===== config.mk =====
export PLATFORM = sky130hd
export DESIGN_NAME = ps2_scancode_rx
export DESIGN_NICKNAME = d
export VERILOG_FILES = /design/src/rtl/ps2_scancode_rx_pkg.sv /design/src/rtl/ps2_frame_rx.sv /design/src/rtl/ps2_scancode_rx.sv
export SDC_FILE = /design/constraint.sdc
export NUM_CORES = 1
export LEC_CHECK = 0
export BUFFER_PORTS_ARGS = -buffer_cell sky130_fd_sc_hd__clkbuf_2
export CORE_UTILIZATION = 45
export DETAILED_ROUTE_END_ITERATION = 6
export PLACE_DENSITY = 0.7
export SETUP_SLACK_MARGIN = 0.2
export SLEW_MARGIN = 20
export SYNTH_ARGS = -nofsm -noshare
export SYNTH_HDL_FRONTEND = slang
export SYNTH_HIERARCHICAL = 1
export SYNTH_SLANG_ARGS = --single-unit
export TNS_END_PERCENT = 50

===== constraint.sdc =====
create_clock -name clk -period 1.5 [get_ports clk]
set_input_delay 0 -clock clk [delete_from_list [all_inputs] [get_ports clk]]
set_output_delay 0 -clock clk [all_outputs]
set_load 0.02 [all_outputs]

===== src/rtl/ps2_scancode_rx_pkg.sv =====
// Shared scan-code constants, drop list and frame FSM state
// encoding for the PS/2 receive path.
package ps2_scancode_rx_pkg;

   localparam logic [7:0] SC_EXT    = 8'hE0;
   localparam logic [7:0] SC_BRK    = 8'hF0;
   localparam logic [7:0] SC_LSHIFT = 8'h12;
   localparam logic [7:0] SC_RSHIFT = 8'h59;

   // Keyboard status/response bytes that never form a key event
   localparam logic [7:0] SC_PAUSE  = 8'hE1;
   localparam logic [7:0] SC_BAT_OK = 8'hAA;
   localparam logic [7:0] SC_ACK    = 8'hFA;
   localparam logic [7:0] SC_ECHO   = 8'hEE;
   localparam logic [7:0] SC_BAT_NG = 8'hFC;
   localparam logic [7:0] SC_OVR_0  = 8'h00;
   localparam logic [7:0] SC_OVR_F  = 8'hFF;

   typedef enum logic [1:0] {
      ST_IDLE   = 2'd0,
      ST_DATA   = 2'd1,
      ST_PARITY = 2'd2,
      ST_STOP   = 2'd3
   } frame_st_e;

   function automatic logic is_drop(input logic [7:0] b);
      return (b == SC_PAUSE)  || (b == SC_BAT_OK) ||
             (b == SC_ACK)    || (b == SC_ECHO)   ||
             (b == SC_BAT_NG) || (b == SC_OVR_0)  ||
             (b == SC_OVR_F);
   endfunction

endpackage


===== src/rtl/ps2_frame_rx.sv =====
// PS/2 frame receiver: synchronises and filters the raw lines,
// deserialises 11-bit frames and flags parity/stop/timeout errors.
// Ports: clk_i, rst_i (sync, active high), ps2_clk_i, ps2_data_i
// (raw, async), byte_o + byte_rdy_o (good byte pulse), frame_err_o.
module ps2_frame_rx
   import ps2_scancode_rx_pkg::*;
#(
   parameter int FILT_LEN    = 4,
   parameter int TIMEOUT_CYC = 200000
) (
   input  logic       clk_i,
   input  logic       rst_i,
   input  logic       ps2_clk_i,
   input  logic       ps2_data_i,
   output logic [7:0] byte_o,
   output logic       byte_rdy_o,
   output logic       frame_err_o
);

   localparam int FW = $clog2(FILT_LEN + 1);
   localparam int TW = $clog2(TIMEOUT_CYC + 1);
   localparam logic [FW-1:0] FILT_MAX = FW'(FILT_LEN - 1);
   localparam logic [TW-1:0] TO_MAX   = TW'(TIMEOUT_CYC - 1);

   logic [1:0]    clk_sync_q;
   logic [1:0]    dat_sync_q;
   logic          clk_s;
   logic          dat_s;
   logic          clk_filt_q;
   logic [FW-1:0] filt_cnt_q;
   logic          fall_q;

   frame_st_e     state_q;
   logic [2:0]    bit_cnt_q;
   logic [7:0]    shreg_q;
   logic          par_q;
   logic [TW-1:0] to_cnt_q;
   logic [7:0]    byte_q;
   logic          byte_rdy_q;
   logic          frame_err_q;

   assign clk_s = clk_sync_q[1];
   assign dat_s = dat_sync_q[1];

   // Lines idle high, so the synchroniser and filter reset high
   always_ff @(posedge clk_i) begin
      if (rst_i) begin
         clk_sync_q <= 2'b11;
         dat_sync_q <= 2'b11;
      end else begin
         clk_sync_q <= {clk_sync_q[0], ps2_clk_i};
         dat_sync_q <= {dat_sync_q[0], ps2_data_i};
      end
   end

   // Level moves only on the FILT_LEN-th consecutive differing sample
   always_ff @(posedge clk_i) begin
      if (rst_i) begin
         clk_filt_q <= 1'b1;
         filt_cnt_q <= '0;
         fall_q     <= 1'b0;
      end else begin
         fall_q <= 1'b0;
         if (clk_s == clk_filt_q) begin
            filt_cnt_q <= '0;
         end else if (filt_cnt_q == FILT_MAX) begin
            clk_filt_q <= clk_s;
            filt_cnt_q <= '0;
            fall_q     <= ~clk_s;
         end else begin
            filt_cnt_q <= filt_cnt_q + 1'b1;
         end
      end
   end

   always_ff @(posedge clk_i) begin
      byte_rdy_q  <= 1'b0;
      frame_err_q <= 1'b0;
      if (rst_i) begin
         state_q   <= ST_IDLE;
         bit_cnt_q <= '0;
         shreg_q   <= '0;
         par_q     <= 1'b0;
         to_cnt_q  <= '0;
         byte_q    <= '0;
      end else if (state_q != ST_IDLE && !fall_q &&
                   to_cnt_q == TO_MAX) begin
         state_q     <= ST_IDLE;
         to_cnt_q    <= '0;
         frame_err_q <= 1'b1;
      end else begin
         if (fall_q || state_q == ST_IDLE)
            to_cnt_q <= '0;
         else
            to_cnt_q <= to_cnt_q + 1'b1;
         if (fall_q) begin
            unique case (state_q)
               ST_IDLE: begin
                  if (!dat_s) begin
                     state_q   <= ST_DATA;
                     bit_cnt_q <= '0;
                  end
               end
               ST_DATA: begin
                  shreg_q[bit_cnt_q] <= dat_s;
                  bit_cnt_q <= bit_cnt_q + 1'b1;
                  if (bit_cnt_q == 3'd7)
                     state_q <= ST_PARITY;
               end
               ST_PARITY: begin
                  par_q   <= dat_s;
                  state_q <= ST_STOP;
               end
               ST_STOP: begin
                  state_q <= ST_IDLE;
                  // Odd parity: data plus parity holds an odd count of ones
                  if (dat_s && (^{shreg_q, par_q})) begin
                     byte_q     <= shreg_q;
                     byte_rdy_q <= 1'b1;
                  end else begin
                     frame_err_q <= 1'b1;
                  end
               end
               default: state_q <= ST_IDLE;
            endcase
         end
      end
   end

   assign byte_o      = byte_q;
   assign byte_rdy_o  = byte_rdy_q;
   assign frame_err_o = frame_err_q;

endmodule


===== src/rtl/ps2_scancode_rx.sv =====
// PS/2 scan-code receiver: frames bytes, folds E0/F0 prefixes into
// one event per key and tracks shift. Ports: clk, rst, ps2_clk_in,
// ps2_data_in in; key_valid/key_code/key_break/key_ext, shift_held,
// frame_err out.
module ps2_scancode_rx
   import ps2_scancode_rx_pkg::*;
#(
   parameter int FILT_LEN    = 4,
   parameter int TIMEOUT_CYC = 200000
) (
   input  logic       clk,
   input  logic       rst,
   input  logic       ps2_clk_in,
   input  logic       ps2_data_in,
   output logic       key_valid,
   output logic [7:0] key_code,
   output logic       key_break,
   output logic       key_ext,
   output logic       shift_held,
   output logic       frame_err
);

   logic [7:0] byte_w;
   logic       byte_rdy_w;

   logic       key_valid_q;
   logic [7:0] key_code_q;
   logic       key_break_q;
   logic       key_ext_q;
   logic       ext_pend_q;
   logic       brk_pend_q;
   logic       lshift_q;
   logic       rshift_q;

   ps2_frame_rx #(
      .FILT_LEN    (FILT_LEN),
      .TIMEOUT_CYC (TIMEOUT_CYC)
   ) u_frame (
      .clk_i       (clk),
      .rst_i       (rst),
      .ps2_clk_i   (ps2_clk_in),
      .ps2_data_i  (ps2_data_in),
      .byte_o      (byte_w),
      .byte_rdy_o  (byte_rdy_w),
      .frame_err_o (frame_err)
   );

   always_ff @(posedge clk) begin
      key_valid_q <= 1'b0;
      if (rst) begin
         key_code_q  <= '0;
         key_break_q <= 1'b0;
         key_ext_q   <= 1'b0;
         ext_pend_q  <= 1'b0;
         brk_pend_q  <= 1'b0;
         lshift_q    <= 1'b0;
         rshift_q    <= 1'b0;
      end else if (byte_rdy_w) begin
         if (byte_w == SC_EXT) begin
            ext_pend_q <= 1'b1;
         end else if (byte_w == SC_BRK) begin
            brk_pend_q <= 1'b1;
         end else if (!is_drop(byte_w)) begin
            key_valid_q <= 1'b1;
            key_code_q  <= byte_w;
            key_break_q <= brk_pend_q;
            key_ext_q   <= ext_pend_q;
            ext_pend_q  <= 1'b0;
            brk_pend_q  <= 1'b0;
            // E0 12 is print-screen's fake shift, not a real one
            if (!ext_pend_q && byte_w == SC_LSHIFT)
               lshift_q <= ~brk_pend_q;
            if (!ext_pend_q && byte_w == SC_RSHIFT)
               rshift_q <= ~brk_pend_q;
         end
      end
   end

   assign key_valid  = key_valid_q;
   assign key_code   = key_code_q;
   assign key_break  = key_break_q;
   assign key_ext    = key_ext_q;
   assign shift_held = lshift_q | rshift_q;

endmodule


==> out/results.txt <==
most common cell in the netlist - dfxtp_1
status - finished, violations left
CP Class - register to register
Top Ports - 17
Final min period - 1.65 ns
PwrDens - 743 mW/mm^2
Placed Area - 0.00379 mm^2
height of the die - 86.0 um
Ys Warns - 6
synth unique cells - 47
Post-layout nets - 463
Pre-antenna DRT Iters - 5
RSZ-0062 raised after global routing - true
f_max - 0.605 GHz
Vias - 2,883
Final setup viols - 34
fin worst setup slack - -0.154 ns
Hold Fails Final Rpt - 0
die area - 0.00739 mm^2
clk buf depth - 2
failing checks - setup timing
Layout Area Growth over Synthesis - 48.0%
Pleak - 1.69 nW
synth cell count leaders - dfxtp_1 (66), nor2_1 (34), a21oi_1 (23), o21ai_0 (23), nand2b_1 (21)
post-layout util - 69.1%
Setup WS pre-CTS - -0.156 ns
clock sink count - 66
Die W - 86.0 um
Flop pwr share - 50.2%
sequential share of the synthesized area - 41.6%
Sw Pwr - 0.769 mW
clock root buffer - clkbuf_8
Starting Density - 46.7%
max-slew violation count - 0
overall global routing resource usage - 21.3%
Power Total - 3.49 mW
ANT cells - 0
Cell Int Power - 2.72 mW
CTS tree - built
antenna-violating nets left - 0
clock network fraction of total power - 47.9%
Worst Path Required - 1.76 ns
Hold Path Origin - rst
Post-synth EDFFs - 0
IO Port Bufs - 16
worst slew pin tran - 0.522 ns
first-pass GRT wire length - 12,300 um
total core area - 0.00679 mm^2
CTS Buf Count - 9
Net Count, Synth - 367
Crit. End Element - register
DP Wirelength - 4680 um
Worst Setup SP - u_frame/par_q
post-DR wirelength/cell - 14.6 um
main flop type after synthesis - dfxtp_1
clock edge transition at the registers on the reported setup and hold paths - 0.08 ns
DRC - 0
relative slew slack - 65.2%
ys async rst share - 0%
HP Class - input pin to register
Peak VDD IR - 0.764 mV
crit share post-route - 110%
CP arrival - 1.91 ns
GR Overflow Total - 0
row count - 30
final wirelength - 8030 um
clock insertion delay at the later pin of the skew report - 0.35 ns
synthesized cell area - 0.00317 mm^2
Via density - 5.23
Final Wtd Congestion - 0.753
Yosys top cell area share - 41.6%
Post-Synthesis Cells - 354
FF-to-FF Start - u_frame/par_q
Synth Register Bits - 66
top cells by area, synth - dfxtp_1 (42%), mux2i_1 (4.7%), nand2b_1 (4.1%)
largest area contributor in the netlist - dfxtp_1
critical path startpoint category - register
antenna violations before repair - 0
H-Tree Depth - 3
Clock Skews - 0.00952 ns
worst-path fanout max - 8
largest net degree at the start of global routing - 24
share of cells above drive strength 1 - 48.1%
combinational power share - 1.8%
Mapped Avg Cell Area - 8.97 um^2
Sw Ratio - 22.1%
Max-cap violations - 0
number of global-route vias before repair - 2,745
number of DRC markers in iteration 0 - 121
post-route cell area - 0.00470 mm^2
-- cells by family (layout without fill, tap and decap cells) --
family | Yosys count | after routing | share of synthesized area [%]
compound gates | 62 | 62 | 11.7
simple gates | 148 | 148 | 25.7
buf+inv | 32 | 133 | 4.73
xor+xnor | 20 | 20 | 6.90
mux | 17 | 17 | 5.79
fa+ha+maj | 9 | 9 | 3.55
flops | 66 | 66 | 41.6
-- stage by stage --
stage	cells	hold slack, ns	setup TNS, ns
5_1_grt	551	0.185	-4.79
4_1_cts	544	0.148	-1.12
3_5_place_dp	512	0.194	-3.97
6_report	551	0.148	-1.90
3_3_place_gp	512	0.193	-2.43
2_1_floorplan	354	0.0788	-0.382
-- worst max-delay path, stage by stage, from the launching register on --
cell and delay, ns:
dfxtp_2 0.33, xnor2_2 0.15, xnor3_2 0.49, mux2i_4 0.21, buf_12 0.16, mux2i_1 0.23
-- what timing repair did --
item / 4_1_cts / 5_1_grt
setup endpoints to repair: 56 / 59
gates cloned: 3 / 2
hold endpoints to repair: 2 / 0
pin swaps: 23 / 42
gates resized for setup: 61 / 83
hold buffers: 2 / 0
buffers inserted: 11 / 5
-- power groups by stage --
stage               Clock, mW  Sequential (mW)  Combinational, mW
detailed placement          0             1.80             0.0548
global route             1.78             1.75             0.0705
CTS                      1.69             1.76             0.0607
global placement            0             1.80             0.0539
finish                   1.67             1.75             0.0640
floorplan                   0             1.80             0.0334
-- area by class of cell --
type,count,area (um^2)
Clock buffer,10,128
Timing Repair Buffer,101,841
Fill cell,499,2100
Inverter,16,62.6
Tap cell,96,120
Sequential cell,66,1370
Clock inverter,6,90.1
Multi-Input combinational cell,256,2090
-- worst paths after layout --
path | endpoint | slack (ns) | cells after the start
worst max-delay path | u_frame/byte_o[3] | -0.15 | 5
worst min-delay path | key_code[7] | 0.15 | 2
worst max register to register | u_frame/byte_o[3] | -0.15 | 5
worst min register to register | u_frame/clk_sync_q[1] | 0.41 | 1
-- placed cells by master (no fill, tap or decap), types with 4 or more instances in the layout --
| master | Yosys | layout |
|---|---|---|
| clkbuf_2 | 0 | 16 |
| xor2_1 | 12 | 9 |
| nor2_2 | 0 | 4 |
| buf_6 | 3 | 18 |
| xnor2_1 | 5 | 4 |
| o21ai_1 | 0 | 11 |
| nand2b_1 | 21 | 21 |
| o21ai_0 | 23 | 10 |
| nand2_1 | 20 | 17 |
| dfxtp_2 | 0 | 23 |
| ha_4 | 0 | 4 |
| or2_2 | 7 | 6 |
| nor2_1 | 34 | 19 |
| nor2_4 | 0 | 11 |
| nand4_1 | 12 | 12 |
| buf_4 | 1 | 60 |
| nor3_2 | 0 | 5 |
| or3_4 | 0 | 4 |
| a21oi_2 | 0 | 10 |
| inv_1 | 16 | 15 |
| dfxtp_1 | 66 | 39 |
| ha_1 | 9 | 5 |
| or3_1 | 16 | 12 |
| clkbuf_8 | 0 | 9 |
| mux2i_1 | 15 | 13 |
| nand3_1 | 8 | 8 |
| dfxtp_4 | 0 | 4 |
| a21oi_1 | 23 | 13 |
-- layer usage --
metal | part of all wire, % | wire length, um | global-route usage, % | vias up
met3 | 3.6 | 287 | 5.10 | 14
met4 | 1.6 | 129 | 9.55 | 0
met5 | 0 | 0 | 0 | -
li1 | - | - | - | 1426
met1 | 42 | 3390 | 24.7 | 1378
met2 | 53 | 4220 | 37.1 | 65
-- registers in the layout, summed over array words and instances (netlist names), 2 cells and up --
register and count:
key_code 8, u_frame/bit_cnt_q 3, u_frame/byte_o 8, u_frame/clk_sync_q 2, u_frame/dat_sync_q 2, u_frame/filt_cnt_q 3
u_frame/shreg_q 8, u_frame/state_q 2, u_frame/to_cnt_q 18
No activity file was read; power rests on OpenSTA's default activity.
